**src/rtl/uart_pkg.sv**
```systemverilog
// Shared types and constants for the camera-path UART transmitter.
package uart_pkg;

    localparam int CLKS_115200_125M = 1085;

    localparam int PAR_NONE = 0;
    localparam int PAR_ODD  = 1;
    localparam int PAR_EVEN = 2;

    typedef enum logic [2:0] {
        S_IDLE,
        S_START,
        S_DATA,
        S_PARITY,
        S_STOP,
        S_GAP
    } state_t;

    // Even mode makes the total count of ones even; odd mode makes it odd.
    function automatic logic parity_bit(input logic [7:0] d, input int mode);
        return (mode == PAR_EVEN) ? ^d : ~^d;
    endfunction

endpackage

```
**src/rtl/uart_byte_tx_if.sv**
```systemverilog
// Byte handshake and line outputs between frame sequencer and transmitter.
interface uart_byte_tx_if;

    logic       i_Valid;
    logic [7:0] i_Data;
    logic       o_Ready;
    logic       o_Tx;
    logic       o_Busy;
    logic       o_Done;

    modport master (
        output i_Valid, i_Data,
        input  o_Ready, o_Tx, o_Busy, o_Done
    );

    modport slave (
        input  i_Valid, i_Data,
        output o_Ready, o_Tx, o_Busy, o_Done
    );

endinterface

```
**src/rtl/uart_bit_timer.sv**
```systemverilog
// Bit-period timer; o_Tick marks the last clock of each bit time.
module uart_bit_timer
    import uart_pkg::*;
#(
    parameter int CLKS_PER_BIT = CLKS_115200_125M
) (
    input  logic Clk,
    input  logic i_Rst,
    input  logic i_Run,
    output logic o_Tick
);

    localparam int W = (CLKS_PER_BIT > 1) ? $clog2(CLKS_PER_BIT) : 1;
    localparam logic [W-1:0] LAST = W'(CLKS_PER_BIT - 1);

    logic [W-1:0] cnt_q, cnt_d;

    always_comb begin
        cnt_d = cnt_q;
        if (!i_Run || cnt_q == LAST) begin
            cnt_d = '0;
        end else begin
            cnt_d = cnt_q + 1'b1;
        end
    end

    always_ff @(posedge Clk or posedge i_Rst) begin
        if (i_Rst) begin
            cnt_q <= '0;
        end else begin
            cnt_q <= cnt_d;
        end
    end

    assign o_Tick = i_Run && (cnt_q == LAST);

endmodule

```
**src/rtl/uart_byte_tx.sv**
```systemverilog
// UART byte transmitter: start, 8 data bits LSB first, optional parity,
// stop bits and an idle gap so the receiver can find byte boundaries.
module uart_byte_tx
    import uart_pkg::*;
#(
    parameter int CLKS_PER_BIT = CLKS_115200_125M,
    parameter int PARITY       = PAR_NONE,
    parameter int STOP_BITS    = 1,
    parameter int GAP_BITS     = 1
) (
    input  logic           Clk,
    input  logic           i_Rst,
    uart_byte_tx_if.slave  bus
);

    state_t     state_q;
    logic [7:0] shift_q;
    logic       par_q;
    logic [2:0] bit_q;
    logic       tx_q;
    logic       ready_q;
    logic       busy_q;
    logic       done_q;
    logic       run;
    logic       tick;

    assign run = (state_q != S_IDLE);

    uart_bit_timer #(
        .CLKS_PER_BIT (CLKS_PER_BIT)
    ) u_timer (
        .Clk    (Clk),
        .i_Rst  (i_Rst),
        .i_Run  (run),
        .o_Tick (tick)
    );

    always_ff @(posedge Clk or posedge i_Rst) begin
        if (i_Rst) begin
            state_q <= S_IDLE;
            shift_q <= '0;
            par_q   <= 1'b0;
            bit_q   <= '0;
            tx_q    <= 1'b1;
            ready_q <= 1'b1;
            busy_q  <= 1'b0;
            done_q  <= 1'b0;
        end else begin
            done_q <= 1'b0;
            unique case (state_q)
                S_IDLE: begin
                    if (bus.i_Valid && ready_q) begin
                        shift_q <= bus.i_Data;
                        bit_q   <= '0;
                        tx_q    <= 1'b0;
                        ready_q <= 1'b0;
                        busy_q  <= 1'b1;
                        state_q <= S_START;
                    end
                end
                S_START: begin
                    if (tick) begin
                        // Shift register still holds the untouched byte here.
                        par_q   <= parity_bit(shift_q, PARITY);
                        tx_q    <= shift_q[0];
                        bit_q   <= '0;
                        state_q <= S_DATA;
                    end
                end
                S_DATA: begin
                    if (tick) begin
                        if (bit_q == 3'd7) begin
                            bit_q <= '0;
                            if (PARITY != PAR_NONE) begin
                                tx_q    <= par_q;
                                state_q <= S_PARITY;
                            end else begin
                                tx_q    <= 1'b1;
                                state_q <= S_STOP;
                            end
                        end else begin
                            bit_q   <= bit_q + 1'b1;
                            tx_q    <= shift_q[1];
                            shift_q <= {1'b0, shift_q[7:1]};
                        end
                    end
                end
                S_PARITY: begin
                    if (tick) begin
                        tx_q    <= 1'b1;
                        bit_q   <= '0;
                        state_q <= S_STOP;
                    end
                end
                S_STOP: begin
                    if (tick) begin
                        if (bit_q == 3'(STOP_BITS - 1)) begin
                            bit_q <= '0;
                            if (GAP_BITS == 0) begin
                                state_q <= S_IDLE;
                                ready_q <= 1'b1;
                                busy_q  <= 1'b0;
                                done_q  <= 1'b1;
                            end else begin
                                state_q <= S_GAP;
                            end
                        end else begin
                            bit_q <= bit_q + 1'b1;
                        end
                    end
                end
                S_GAP: begin
                    if (tick) begin
                        if (bit_q == 3'(GAP_BITS - 1)) begin
                            bit_q   <= '0;
                            state_q <= S_IDLE;
                            ready_q <= 1'b1;
                            busy_q  <= 1'b0;
                            done_q  <= 1'b1;
                        end else begin
                            bit_q <= bit_q + 1'b1;
                        end
                    end
                end
                default: begin
                    state_q <= S_IDLE;
                    tx_q    <= 1'b1;
                    ready_q <= 1'b1;
                    busy_q  <= 1'b0;
                end
            endcase
        end
    end

    assign bus.o_Tx    = tx_q;
    assign bus.o_Ready = ready_q;
    assign bus.o_Busy  = busy_q;
    assign bus.o_Done  = done_q;

endmodule

```
**src/flat_wrapper.sv**
```systemverilog
// flat-port wrapper written by rule: the top's interface ports become plain ports
module uart_byte_tx_flat import uart_pkg::*;
#(
    parameter int CLKS_PER_BIT = CLKS_115200_125M,
    parameter int PARITY       = PAR_NONE,
    parameter int STOP_BITS    = 1,
    parameter int GAP_BITS     = 1
)
  (Clk, i_Rst, bus_i_Valid, bus_i_Data, bus_o_Ready, bus_o_Tx, bus_o_Busy, bus_o_Done);
  uart_byte_tx_if bus_i ();
  input  logic Clk;
  input  logic i_Rst;
  input wire logic [$bits(bus_i.i_Valid)-1:0] bus_i_Valid;
  input wire logic [$bits(bus_i.i_Data)-1:0] bus_i_Data;
  output wire logic [$bits(bus_i.o_Ready)-1:0] bus_o_Ready;
  output wire logic [$bits(bus_i.o_Tx)-1:0] bus_o_Tx;
  output wire logic [$bits(bus_i.o_Busy)-1:0] bus_o_Busy;
  output wire logic [$bits(bus_i.o_Done)-1:0] bus_o_Done;
  assign bus_i.i_Valid = bus_i_Valid;
  assign bus_i.i_Data = bus_i_Data;
  assign bus_o_Ready = bus_i.o_Ready;
  assign bus_o_Tx = bus_i.o_Tx;
  assign bus_o_Busy = bus_i.o_Busy;
  assign bus_o_Done = bus_i.o_Done;
  uart_byte_tx #(.CLKS_PER_BIT(CLKS_PER_BIT), .PARITY(PARITY), .STOP_BITS(STOP_BITS), .GAP_BITS(GAP_BITS)) u_core (.Clk(Clk), .i_Rst(i_Rst), .bus(bus_i));
endmodule
```
**config.mk**
```make
export PLATFORM = sky130hd
export DESIGN_NAME = uart_byte_tx_flat
export DESIGN_NICKNAME = d
export VERILOG_FILES = /design/src/rtl/uart_pkg.sv /design/src/rtl/uart_byte_tx_if.sv /design/src/rtl/uart_bit_timer.sv /design/src/rtl/uart_byte_tx.sv /design/src/flat_wrapper.sv
export SDC_FILE = /design/constraint.sdc
export NUM_CORES = 1
export LEC_CHECK = 0
export ABC_AREA = 1
export BUFFER_PORTS_ARGS = -buffer_cell sky130_fd_sc_hd__buf_2
export CAP_MARGIN = 10
export CORE_MARGIN = 2
export CORE_UTILIZATION = 56
export CTS_BUF_LIST = sky130_fd_sc_hd__clkbuf_16
export DETAILED_ROUTE_END_ITERATION = 8
export PLACE_DENSITY = 0.73
export SLEW_MARGIN = 30
export SYNTH_ARGS = -nofsm -noshare
export SYNTH_HDL_FRONTEND = slang
export SYNTH_SLANG_ARGS = --single-unit
```
**constraint.sdc**
```tcl
create_clock -name Clk -period 2.6 [get_ports Clk]
set_clock_uncertainty 0.1 [all_clocks]
set_input_delay 0.26 -clock Clk [delete_from_list [all_inputs] [get_ports Clk]]
set_output_delay 0.26 -clock Clk [all_outputs]
set_load 0.01 [all_outputs]
```
# ---- Word level (Yosys, flattened, before mapping)
# Index checks and enable logic that the tools add are counted.
dict set report totals {
  register_bits 29
  output_inout_bits 4
  wordCells 86
}
dict set report op_classes {
  n_addsub 2
  n_eq_ne 19
  n_mux 38
  bitwise 2
  n_reduce_logical 17
}
# operator count
set ops {}
lappend ops {{$mux 3} 15}
lappend ops {{$mux 8} 3}
lappend ops {{$ne 2x1->1 const B} 11}
lappend ops {{$pmux 3 s6} 1}
lappend ops {{$pmux 8 s2} 1}
lappend ops {{$mux 1} 13}
lappend ops {{$pmux 3 s4} 1}
lappend ops {{$add 11x1->11 const B} 1}
lappend ops {{$eq 11x11->1 const B} 1}
lappend ops {{$mux 11} 1}
lappend ops {{$reduce_and 5->1} 2}
lappend ops {{$eq 3x3->1 const B} 3}
lappend ops {{$reduce_and 9->1} 1}
lappend ops {{$reduce_and 4->1} 2}
lappend ops {{$eq 3x2->1 const B} 2}
lappend ops {{$logic_not 3->1} 2}
lappend ops {{$pmux 1 s3} 2}
lappend ops {{$pmux 1 s5} 1}
lappend ops {{$reduce_bool 4->1} 1}
lappend ops {{$reduce_or 2->1} 2}
lappend ops {{$reduce_or 4->1} 1}
lappend ops {{$add 3x1->3 const B} 1}
lappend ops {{$eq 3x1->1 const B} 1}
lappend ops {{$reduce_bool 3->1} 1}
lappend ops {{6 further kinds} 8}

# ---- Logic depth before layout (Yosys ltp)
dict set report depth {
  word_depth 4
  depth_mapped 11
}

# ---- By module
# Synthesis repeated with hierarchy kept, for this count alone.
dict set report unflattened {
  cells_unflattened 223
  area_unflattened_um2 1854.3
}
# module instances cells_each area_each_um2
set modules_own_cells {}
lappend modules_own_cells {uart_byte_tx 1 146 1177.4}
lappend modules_own_cells {uart_bit_timer 1 77 676.9}

# ---- Worst setup path after synthesis
# No wires, ideal clock.
dict set report synth_timing {
  path_kind {reg2reg}
  from {register u_core.u_timer.cnt_q[0]}
  to {register u_core.shift_q[0]}
  setup_time_ns 0.124
  arrival_time_ns 1.351
  slack_ns 1.025
  path_stages_with_launch 11
  period_less_slack_ns 1.575
  cell_sequence {dfrtp_1 -> inv_1 -> ha_1 -> nand2_1 -> inv_1 -> nand3_1 -> nor2_8 -> nor2_4 -> nor2_8 -> buf_12 -> a21oi_1}
}
dict set report synth_between {
  elab_chain_len 4
}
# item line
set synth_rtl {}
lappend synth_rtl {{from (decl)} uart_bit_timer.sv:16} ;# logic [W-1:0] cnt_q, cnt_d;
lappend synth_rtl {{from (signal assigned)} uart_bit_timer.sv:31} ;# cnt_q <= cnt_d;
lappend synth_rtl {{$eq 11x11->1} uart_bit_timer.sv:35} ;# assign o_Tick = i_Run && (cnt_q == LAST);
lappend synth_rtl {{$logic_and 1x1->1} uart_bit_timer.sv:35}
lappend synth_rtl {{$ne 2x1->1 (no source line)} n/a}
lappend synth_rtl {{$reduce_and 4->1 (no source line)} n/a}
lappend synth_rtl {{to (signal assigned)} uart_byte_tx.sv:53} ;# shift_q <= bus.i_Data;
lappend synth_rtl {{to (signal assigned)} uart_byte_tx.sv:84} ;# shift_q <= {1'b0, shift_q[7:1]};
lappend synth_rtl {{to (decl)} uart_byte_tx.sv:17} ;# logic [7:0] shift_q;
# No other way between the ends.
# A chain may end at the register's enable or synchronous reset.

# ---- Worst setup path in the final report
dict set report layout_timing {
  from {register u_core.state_q[2]}
  to {register u_core.bit_q[0]}
}
dict set report layout_between {
  elab_chain_len 4
  word_cells_on_any_way 17
  classes_between {eq/ne (9); mux (1); reduce/logical (7)}
}
# item line
set layout_rtl {}
lappend layout_rtl {{from (decl)} uart_byte_tx.sv:16} ;# state_t state_q;
lappend layout_rtl {{from (signal assigned)} uart_byte_tx.sv:40} ;# state_q <= S_IDLE;
lappend layout_rtl {{from (signal assigned)} uart_byte_tx.sv:58} ;# state_q <= S_START;
lappend layout_rtl {{from (signal assigned)} uart_byte_tx.sv:67} ;# state_q <= S_DATA;
lappend layout_rtl {{$eq 3x3->1, or another cell as far along} uart_byte_tx.sv:50} ;# unique case (state_q)
lappend layout_rtl {{$reduce_or 2->1 (no source line) / $logic_and 1x1->1 (equally long branches)} n/a}
lappend layout_rtl {{$ne 2x1->1 (no source line) / $reduce_bool 4->1 (equally long branches)} n/a}
lappend layout_rtl {{$reduce_and 5->1 (no source line)} n/a}
lappend layout_rtl {{to (signal assigned)} uart_byte_tx.sv:82} ;# bit_q <= bit_q + 1'b1;
lappend layout_rtl {{to (signal assigned)} uart_byte_tx.sv:108} ;# bit_q <= bit_q + 1'b1;
lappend layout_rtl {{to (signal assigned)} uart_byte_tx.sv:121} ;# bit_q <= bit_q + 1'b1;
lappend layout_rtl {{to (decl)} uart_byte_tx.sv:19} ;# logic [2:0] bit_q;
# Parallel ways exist; a longest one is shown, timed or not.

==> run metrics <==
run status=complete, but fails checks; failing checks=design-rule violations; area leader, netlist=dfrtp_1; layout cell share with drive strength beyond 1=20.3%; Worst Setup End Kind=flip-flop; Vias=1369; asr flop ratio synth=100%; DR iter-0 viols=58; largest net degree at the start of global routing=30; fin util=67.9%; Max FO, Critical Path=17; initial antenna violation count=0; Clk pin slew, worst setup/hold paths=0.05 ns; Clk Latency, worst-skew pair=0.27 ns; die width=58.7 um; gpl congestion=0.916; final worst slack=0.804 ns; Synth Flop Type=dfrtp_1; Filler cells=231; CP required=2.69 ns; netlist area before placement=1680 um^2; startpoint types=flip-flop; Slew headroom=65.2%; Reg area=728 um^2; synth unique cells=24; #FFs+latches synth=29; Max Freq=557 MHz; post-cts sizing count=0; cells after synthesis=211; # DRC=1; clock tree from TritonCTS=built; GRT overflow=0; Sink Count=29; Die Ht=58.7 um; Inserted Clock Buffers=5; Buffers on Ports=14; Net Count, Synth=227; drt first pass iters=6; area used by multi-input combinational logic=782 um^2; WS Path Type=reg -> reg; vias in the first global route=1296; Synth area leaders=dfrtp_1, nand2_1, inv_1, o21ai_0, nor2_1; DR WL/cell=11.2 um; Hold WC Path Type=in -> reg; post-synthesis sequential area ratio=43.4%; Synth warnings=0; first-pass GRT wire length=5440 um; hpwl dp=2220 um; Boundary Pins=15; period utilisation layout=69.1%; EDFF count, synth=0; P per Cell Area=1120 nW/um^2; crit path DAT=1.88 ns; Max Root-Sink Buffers=2; Initial Util=59.8%; endpoints failing hold=0; final setup TNS=0 ns; Non-Filler Instances=263; ANT cells=0; total die area=3450 um^2; Lkg Pwr=0.988 nW; Setup Slack @ Placement=0.818 ns; Slew Viols, Final=0; average cell area after synthesis=7.95 um^2; WHS=0.142 ns; final wirelength=2940 um; min Tclk post-route=1.80 ns; slew of the pin with the lowest slew margin=0.520 ns; Max VDD drop=649 uV; Synth top cells by count=nand2_1, inv_1, dfrtp_1; site row count=19; Cells after DPL=254; CTS H-tree depth=2; post-synth top area share=40.3%; Nets=247; DRT antenna net count=0; Root Buffer=clkbuf_16; vias per std cell=5.21; max_cap viols=0; Core Box Area=2810 um^2; setup violators final=0; Total GRT Usage=20.5%; count leader, synth=nand2_1; unrepaired setup endpoints after global routing=false; Area growth syn-to-layout=13.6%
metrics by stage:
step	power, mW	instance area [um^2]
after floorplan	1.50	1680
after global placement	1.59	1760
after detailed placement	1.63	1760
after CTS	2.17	1910
after global routing	2.35	1910
final	2.14	1910
final timing paths:
| path | startpoint | depth (start not counted) | slack, ns | end |
|---|---|---|---|---|
| setup / recovery | u_core.state_q[2]$_DFFE_PP0P_ | 7 | 0.80 | u_core.bit_q[0]$_DFFE_PP0P_ |
| hold / removal | bus_i_Data[7] | 3 | 0.14 | u_core.shift_q[7]$_DFFE_PP0P_ |
| setup reg to reg | u_core.state_q[2]$_DFFE_PP0P_ | 7 | 0.80 | u_core.bit_q[0]$_DFFE_PP0P_ |
| hold reg to reg | u_core.bus.o_Tx$_DFFE_PP1P_ | 2 | 0.38 | u_core.bus.o_Tx$_DFFE_PP1P_ |
| max in group asynchronous | i_Rst | 4 | 1.59 | u_core.bus.o_Tx$_DFFE_PP1P_ |
| min in group asynchronous | i_Rst | 4 | 0.50 | u_core.shift_q[6]$_DFFE_PP0P_ |
where the power goes:
group | total, mW | leakage [nW] | switching (mW) | internal, mW
clock | 0.528 | 0.0687 | 0.184 | 0.344
combinational | 0.872 | 0.552 | 0.566 | 0.306
sequential | 0.741 | 0.367 | 0.116 | 0.625
total | 2.14 | 0.988 | 0.865 | 1.28
placed cells by master (no fill, tap or decap), types with 2 or more instances in the layout:
| master | instances |
|---|---|
| o21ai_2 | 7 |
| buf_2 | 14 |
| dfstp_2 | 2 |
| ha_1 | 5 |
| o21ai_0 | 22 |
| nor3_1 | 7 |
| clkbuf_16 | 5 |
| inv_1 | 31 |
| nand2_1 | 46 |
| nor2_8 | 2 |
| nor2_1 | 17 |
| nand3_1 | 12 |
| nand2_2 | 5 |
| clkinv_1 | 2 |
| inv_2 | 4 |
| dfrtp_1 | 27 |
| nor2_4 | 4 |
| a21oi_1 | 11 |
timing repair:
item | in CTS | in global routing
setup buffers | 0 | 0
hold buffers | 1 | 0
endpoints found under the hold margin | 27 | 0
critical path, cell delays in order (launching register included):
cell and delay [ns]:
dfrtp_1 0.47, nor2_4 0.18, nand2_1 0.34, inv_2 0.19
nand2_1 0.13, a21oi_1 0.17, nand2_1 0.06, o21ai_0 0.08
layout make-up:
type	instances	share of cell area (%)
flip-flops and latches	29	38.2
inverters	35	6.89
clock inverters	3	0.657
well taps	31	2.04
clock buffers	5	6.57
multi-input cells	144	41.0
repair buffers	16	4.60
sequential cells by signal, indices dropped and copies added (netlist names):
name / cells
u_core.bus.o_Busy: 1
u_core.bus.o_Ready: 1
u_core.u_timer.cnt_q: 11
u_core.bus.o_Tx: 1
u_core.bus.o_Done: 1
u_core.state_q: 3
u_core.shift_q: 8
u_core.bit_q: 3
routing by layer:
| metal | part of all wire (%) | global-route usage (%) |
|---|---|---|
| met1 | 50 | 28.5 |
| met2 | 44 | 30.8 |
| met3 | 4.6 | 4.62 |
| met4 | 1.8 | 8.77 |
| met5 | 0 | 0 |
cell families (layout without fill, tap and decap cells):
group | Yosys count | after routing | synth area share (%)
compound gates | 41 | 41 | 13.9
xor+xnor | 1 | 1 | 0.522
fa+ha+maj | 5 | 5 | 3.73
buf+inv | 38 | 59 | 9.99
flops | 29 | 29 | 43.4
simple gates | 97 | 97 | 28.4
Power figures use the tool's default switching activity.
